### src/rtl/spm_param.sv
// Serial-parallel multiplier: MC is used in parallel, MP is consumed LSB first, one bit per clock.
// The 2*WIDTH-bit product is presented with a one-cycle done pulse WIDTH edges after start is accepted.
module spm_param #(
   parameter int WIDTH = 32
) (
   input  logic                 clk,
   input  logic                 rst,
   input  logic                 start,
   input  logic                 sgn,
   input  logic [WIDTH-1:0]     MP,
   input  logic [WIDTH-1:0]     MC,
   output logic [2*WIDTH-1:0]   P,
   output logic                 done,
   output logic                 busy
);

   localparam int PW = 2 * WIDTH;
   localparam int CW = $clog2(WIDTH);
   localparam logic [CW-1:0] CNT_LAST = CW'(WIDTH - 1);

   localparam logic [1:0] ST_IDLE = 2'd0;
   localparam logic [1:0] ST_RUN  = 2'd1;
   localparam logic [1:0] ST_DONE = 2'd2;

   logic [1:0]    state_q, state_d;
   logic [CW-1:0] cnt_q,   cnt_d;
   logic [PW-1:0] acc_q,   acc_d;
   logic [WIDTH-1:0] mp_q, mp_d;
   logic [PW-1:0] mcs_q,   mcs_d;
   logic          sgn_q,   sgn_d;
   logic [PW-1:0] p_q,     p_d;
   logic          done_q,  done_d;

   logic          last_bit;
   logic [PW-1:0] term;
   logic [PW-1:0] acc_next;

   // Handshake: start is taken on any edge where the block is not in RUN (IDLE or the
   // DONE cycle); requests during RUN are dropped. done pulses for one cycle with P valid,
   // and P holds until the next result is written.
   always_comb begin
      last_bit = (cnt_q == CNT_LAST);
      term     = mp_q[0] ? mcs_q : '0;
      // The MSB of a two's-complement multiplier carries negative weight.
      acc_next = (last_bit && sgn_q) ? (acc_q - term) : (acc_q + term);

      state_d = state_q;
      cnt_d   = cnt_q;
      acc_d   = acc_q;
      mp_d    = mp_q;
      mcs_d   = mcs_q;
      sgn_d   = sgn_q;
      p_d     = p_q;
      done_d  = 1'b0;

      case (state_q)
         ST_RUN: begin
            acc_d = acc_next;
            mp_d  = mp_q >> 1;
            mcs_d = mcs_q << 1;
            cnt_d = cnt_q + 1'b1;
            if (last_bit) begin
               state_d = ST_DONE;
               p_d     = acc_next;
               done_d  = 1'b1;
            end
         end
         default: begin
            if (start) begin
               state_d = ST_RUN;
               cnt_d   = '0;
               acc_d   = '0;
               mp_d    = MP;
               mcs_d   = {{WIDTH{sgn & MC[WIDTH-1]}}, MC};
               sgn_d   = sgn;
            end else begin
               state_d = ST_IDLE;
            end
         end
      endcase
   end

   always_ff @(posedge clk) begin
      if (rst) begin
         state_q <= ST_IDLE;
         cnt_q   <= '0;
         acc_q   <= '0;
         mp_q    <= '0;
         mcs_q   <= '0;
         sgn_q   <= 1'b0;
         p_q     <= '0;
         done_q  <= 1'b0;
      end else begin
         state_q <= state_d;
         cnt_q   <= cnt_d;
         acc_q   <= acc_d;
         mp_q    <= mp_d;
         mcs_q   <= mcs_d;
         sgn_q   <= sgn_d;
         p_q     <= p_d;
         done_q  <= done_d;
      end
   end

   assign P    = p_q;
   assign done = done_q;
   assign busy = (state_q == ST_RUN);

endmodule

### config.mk
export PLATFORM = sky130hd
export DESIGN_NAME = spm_param
export DESIGN_NICKNAME = d
export VERILOG_FILES = /design/src/rtl/spm_param.sv
export SDC_FILE = /design/constraint.sdc
export NUM_CORES = 1
export LEC_CHECK = 0
export CAP_MARGIN = 30
export CORE_ASPECT_RATIO = 1.5
export CORE_MARGIN = 1
export CORE_UTILIZATION = 40
export CTS_CLUSTER_DIAMETER = 120
export CTS_CLUSTER_SIZE = 12
export DETAILED_ROUTE_END_ITERATION = 8
export GPL_ROUTABILITY_DRIVEN = 0
export GPL_TIMING_DRIVEN = 0
export PLACE_DENSITY = 0.62
export SKIP_LAST_GASP = 1
export SLEW_MARGIN = 25
export SYNTH_ARGS = -nofsm -noshare
export SYNTH_HDL_FRONTEND = slang
export SYNTH_SLANG_ARGS = --single-unit
### constraint.sdc
create_clock -name clk -period 5.22 [get_ports clk]
set_input_delay 1.566 -clock clk [delete_from_list [all_inputs] [get_ports clk]]
set_output_delay 1.566 -clock clk [all_outputs]
set_load 0.01 [all_outputs]
After elaboration in Yosys (flattened, before gate mapping)
Index checks and enable logic that the tools add are counted.

storage, ports and cells
  bits in latches = 0
  register bits = 233
  bits in read-only memories = 0
  bits of input ports = 68
  memory bits (writable) = 0
  memories kept = 0

operators by class
  add/subtract/negate cells = 3
  div/mod/pow operators = 0
  reductions and logical operators = 6
  $lt $le $gt $ge = 0
  multiplexer cells = 14
  equality and inequality tests = 3
  $mul = 0
  bitwise gates (word level) = 2
  shift operators = 0

operator list
  kind                                           count
  2-to-1 mux 64 bit                              6
  adder 64 bit                                   1
  subtractor 64 bit                              1
  2-to-1 mux 31 bit                              2
  2-to-1 mux 5 bit                               2
  adder 5 x 1 -> 5 bit, second input constant    1
  == test 5 bit, second input constant           1
  2-to-1 mux 2 bit                               2
  AND reduction 2 bit                            2
  OR reduction 2 bit                             2
  == test 2 x 1 -> 1 bit, second input constant  1
  2-to-1 mux 1 bit                               2
  != test 2 x 1 -> 1 bit, second input constant  1
  nonzero test 2 bit                             1
  bitwise AND 1 bit                              1
  logical AND 1 bit                              1
  inverter 1 bit                                 1

Logic depth before layout (Yosys ltp)
  depth in word-level cells = 4
  depth in mapped cells = 25
  gate-level depth less buffers = 21

Worst setup path after synthesis
Ideal clock, no wire load.

  path type = register to register
  start = register mp_q[0]
  end = register acc_q[63]
  period minus slack after synthesis = 5.098 ns
  stages on the path, launching flop included = 24
  arrival time = 4.978 ns
  data required time = 5.100 ns
  path slack = 0.122 ns
  library setup time = 0.120 ns
  cell sequence = dfxtp_1 > clkbuf_1 > clkbuf_1 > clkbuf_1 > buf_1 > nand2_1 > ha_1 > nand2_1 > a21o_1 > nand2_1 > nand2_1 > clkbuf_1 > nand3_1 > ha_1 > nand4_1 > nor2_1 > a221o_1 > a311oi_1 > a211oi_1 > nor3_1 > a31oi_1 > a221oi_2 > or4_1 > nand3_1

between the ends
  longest elaborated chain between the ends = 4
  elaborated cells on any way between the ends = 5
  those cells by class = add/sub: 2; mux: 3

ends and longest elaborated chain
  item                                               RTL line  text
  start: declaration                                 28        logic [WIDTH-1:0] mp_q, mp_d;
  start signal: assignment                           97        mp_q <= mp_d;
  2-to-1 mux 64 bit (*)                              43        term = mp_q[0] ? mcs_q : '0;
  adder 64 bit or subtractor 64 bit (tied branches)  45        acc_next = (last_bit && sgn_q) ? (acc_q - term) : (acc_q + term);
  2-to-1 mux 64 bit (*)                              45
  2-to-1 mux 64 bit (*)                              56        case (state_q)
  end signal: assignment                             87        acc_q <= '0;
  end signal: assignment                             96        acc_q <= acc_d;
  end: declaration                                   27        logic [PW-1:0] acc_q, acc_d;

Mark *: on every way between the ends. The rest lies on a longest branch, timed or not.
A chain may end at the register's enable or synchronous reset.

Worst setup path in the final report
  start = register mcs_q[20]
  end = register acc_q[63]

between the ends
  longest elaborated chain between the ends = 4
  elaborated cells on any way between the ends = 5
  those cells by class = add/sub: 2; mux: 3

ends and longest elaborated chain
  item                                               RTL line  text
  start: declaration                                 29        logic [PW-1:0] mcs_q, mcs_d;
  start signal: assignment                           98        mcs_q <= mcs_d;
  2-to-1 mux 64 bit (*)                              43
  adder 64 bit or subtractor 64 bit (tied branches)  45
  2-to-1 mux 64 bit (*)                              45
  2-to-1 mux 64 bit (*)                              56

Marked as above.

==> impl_metrics.env <==
export IMPL_outcome="finished, final reports clean"
export IMPL_syn_inst=1911
export IMPL_synth_edff_count=0
export IMPL_r2r_slack_ns=0.03
export IMPL_drc=0
export IMPL_synth_area_um2=14700
export IMPL_setup_slack_ns=0.0306
export IMPL_num_antenna_cells=0
export IMPL_final_common_cell="dfxtp_1"
export IMPL_port_buffers=131
export IMPL_num_vias=15000
export IMPL_antenna_found_initial=0
export IMPL_routedWlPerCell_um=19.7
export IMPL_drtIter0Drc=984
export IMPL_reg2regPathDepth=20
export IMPL_endpoint="acc_q[63]"
export IMPL_die_w_um=159
export IMPL_postCtsHoldBufs=0
export IMPL_async_flop_share_pct=0
export IMPL_tightestPinTransition_ns=1.05
export IMPL_crit_fanout=6
export IMPL_clk_insertion_delay_late_ns=0.56
export IMPL_io_pins=134
export IMPL_r2r_start="mcs_q[20]"
export IMPL_synth_avg_cell_area_um2=7.70
export IMPL_syn_num_nets=2046
export IMPL_p_leak_nw=7.23
export IMPL_dp_hpwl_um=38300
export IMPL_rows=85
export IMPL_fin_setup_tns_ns=0
export IMPL_via_per_inst=5.90
export IMPL_fin_worst_skew_ns=0.0255
export IMPL_critPathRequiredTime_ns=5.65
export IMPL_syn_to_final_growth_pct=21.7
export IMPL_finalCritPeriodShare_pct=99.4
export IMPL_grt_max_degree=13
export IMPL_dp_slack_ns=-2.75
export IMPL_setup_worst_path_class="reg2reg"
export IMPL_period_minus_slack_ns=5.19
export IMPL_finalHoldViolations=0
export IMPL_maxCapViolations=0
export IMPL_worstPathArrival_ns=5.62
export IMPL_setup_violations=0
export IMPL_coreArea_um2=36100
export IMPL_grt_pass1_wl_um=77600
export IMPL_max_slew_margin_pct=30.3
export IMPL_slew_violations=0
export IMPL_cts_max_level=1
export IMPL_overflow=0
export IMPL_clock_sinks=233
export IMPL_holdCritPathClass="reg2reg"
export IMPL_layout_common_cells="230 x dfxtp_1, 225 x a21oi_1, 205 x nand2_1"
export IMPL_track_usage_pct=26.4
export IMPL_fin_hold_ws_ns=0.453
export IMPL_cp_start_kind="flip-flop"
export IMPL_drt_pass1_iterations=5
export IMPL_nNetsFinal=2194
export IMPL_power_density_nw_per_um2=397
export IMPL_yosysSeqAreaShare_pct=31.7
export IMPL_numCtsBuffers=23
export IMPL_max_freq_ghz=0.193
export IMPL_synth_seq_cells=233
export IMPL_cts_path_max_buffers=3
export IMPL_start_util_pct=40.8
export IMPL_die_height_um=237
export IMPL_synth_cell_types=72
export IMPL_drtAntennaViolNets=0
export IMPL_layout_drive_gt1_share_pct=8.21
export IMPL_peakVddDrop_v=0.000202
export IMPL_die_area_um2=37600
export IMPL_grt_pass1_vias=14500
export IMPL_yosysWarningCount=0
export IMPL_synth_top_flop_cell="dfxtp_1"
export IMPL_worstSetupEndpointType="flip-flop"
export IMPL_cts_tree="built"
export IMPL_r2r_end="acc_q[63]"
export IMPL_path_clk_slew_ns=0.07
export IMPL_cp_startpoint="mcs_q[20]"
export IMPL_cts_root_buffer="clkbuf_16"
export IMPL_drt_wl_total_um=50000
## cells in the mapped netlist (3+ instances only)
library cell / instances / area (µm²)
o21bai_1: 11 / 82.6
inv_1: 23 / 86.3
a311oi_1: 3 / 26.3
a31oi_1: 20 / 125
a21boi_0: 6 / 45.0
or4_1: 17 / 128
a22o_1: 28 / 245
o31ai_1: 18 / 135
o21ai_1: 4 / 20.0
nand2b_1: 7 / 43.8
clkbuf_1: 136 / 510
nand3_1: 53 / 265
nor4_1: 14 / 87.6
nor2b_1: 10 / 62.6
or3_1: 14 / 87.6
o21a_1: 11 / 82.6
or2_2: 7 / 43.8
ha_1: 66 / 826
and2_1: 5 / 31.3
nand4_1: 42 / 263
xnor2_1: 57 / 499
dfxtp_1: 233 / 4660
o221ai_1: 3 / 26.3
o211ai_1: 8 / 60.1
a21oi_1: 236 / 1180
o41ai_2: 3 / 48.8
nor2_1: 186 / 698
a211o_1: 4 / 35.0
o31a_1: 3 / 26.3
a21o_1: 48 / 360
o21ai_0: 57 / 285
nand2_1: 212 / 796
a211oi_1: 73 / 548
buf_1: 21 / 78.8
mux2i_1: 66 / 661
and4_1: 4 / 35.0
and3_1: 78 / 488
o311ai_0: 6 / 52.6
o2111ai_1: 6 / 52.6
nor3_1: 29 / 145
xor2_1: 44 / 385
## routing by layer
| metal | global-route usage [%] | wire length, µm |
|---|---|---|
| met1 | 31.7 | 20300 |
| met2 | 45.5 | 24100 |
| met3 | 3.02 | 3000 |
| met4 | 13.9 | 2610 |
| met5 | 0 | 0 |
## through the flow
| step | util [%] | total power [mW] | cell area [µm²] | instances |
|---|---|---|---|---|
| finish | 49.6 | 7.11 | 17900 | 2537 |
| CTS | 48.7 | 6.87 | 17500 | 2542 |
| floorplan | - | 4.35 | 14700 | 1911 |
| detailed placement | 46.1 | 5.15 | 16600 | 2520 |
| global route | 49.6 | 7.51 | 17900 | 2537 |
| global placement | 46.1 | 5.13 | 16600 | 2520 |
## state kept, by name, summed over array words and instances (netlist names)
signal,count
state_q,2
mp_q,32
mcs_q,64
P,64
done,1
cnt_q,5
sgn_q,1
acc_q,64
## how the worst min path moves through the flow
stage          slack, ns   endpoint      start  cells after the start
3_3_place_gp        0.44      P[13]      P[13]                      2
5_1_grt             0.47      P[32]      P[32]                      2
4_1_cts             0.46      P[10]      P[10]                      2
3_5_place_dp        0.45      P[10]      P[10]                      2
2_1_floorplan       0.43  acc_q[29]  acc_q[29]                      2
6_report            0.45      P[27]      P[27]                      2
## worst max-delay path, stage by stage (launching register included)
cell and delay, ns:
dfxtp_1 0.38, or4_4 0.58, nor3_4 0.25, nand3_2 0.13
or2_2 0.34, a21o_4 0.26, nor3_1 0.21, nor2_1 0.06
o221ai_1 0.38, ha_2 0.41, a21o_1 0.19, o21ba_2 0.24
a21boi_1 0.19, o211ai_1 0.12, and3b_1 0.23, nor3_2 0.19
buf_4 0.17, a31oi_4 0.12, a221oi_4 0.37, or4_1 0.16
nand3_1 0.06
## power breakdown
part | internal [mW] | switching (mW)
clock | 0.780 | 0.723
combinational | 1.38 | 2.14
sequential | 1.94 | 0.144
total | 4.10 | 3.01
## kinds of logic after synthesis
family,synth area share [%]
muxes,4.57
adders and majority gates,5.75
buffers and inverters,4.66
AOI/OAI and AO/OA,25.0
DFF,31.7
and+or+nand+nor,22.3
xor gates and xnor gates,6.01
## final cells by class
cell class	instances	area [µm²]
well taps	478	598
repair buffers	153	1490
fillers	3562	18200
inverters	23	86.3
clock inverters	2	17.5
clock buffers	23	576
flip-flops and latches	233	4670
multi-input cells	1496	9920
plain buffers	129	534
## repair_timing
| item | in CTS | in global routing |
|---|---|---|
| pin swaps | 15 | 19 |
| resized for setup | 71 | 82 |
| cloned | 0 | 1 |
| setup endpoints to repair | 112 | 54 |
| setup buffers | 10 | 11 |
(Power assumes the default switching activity.)
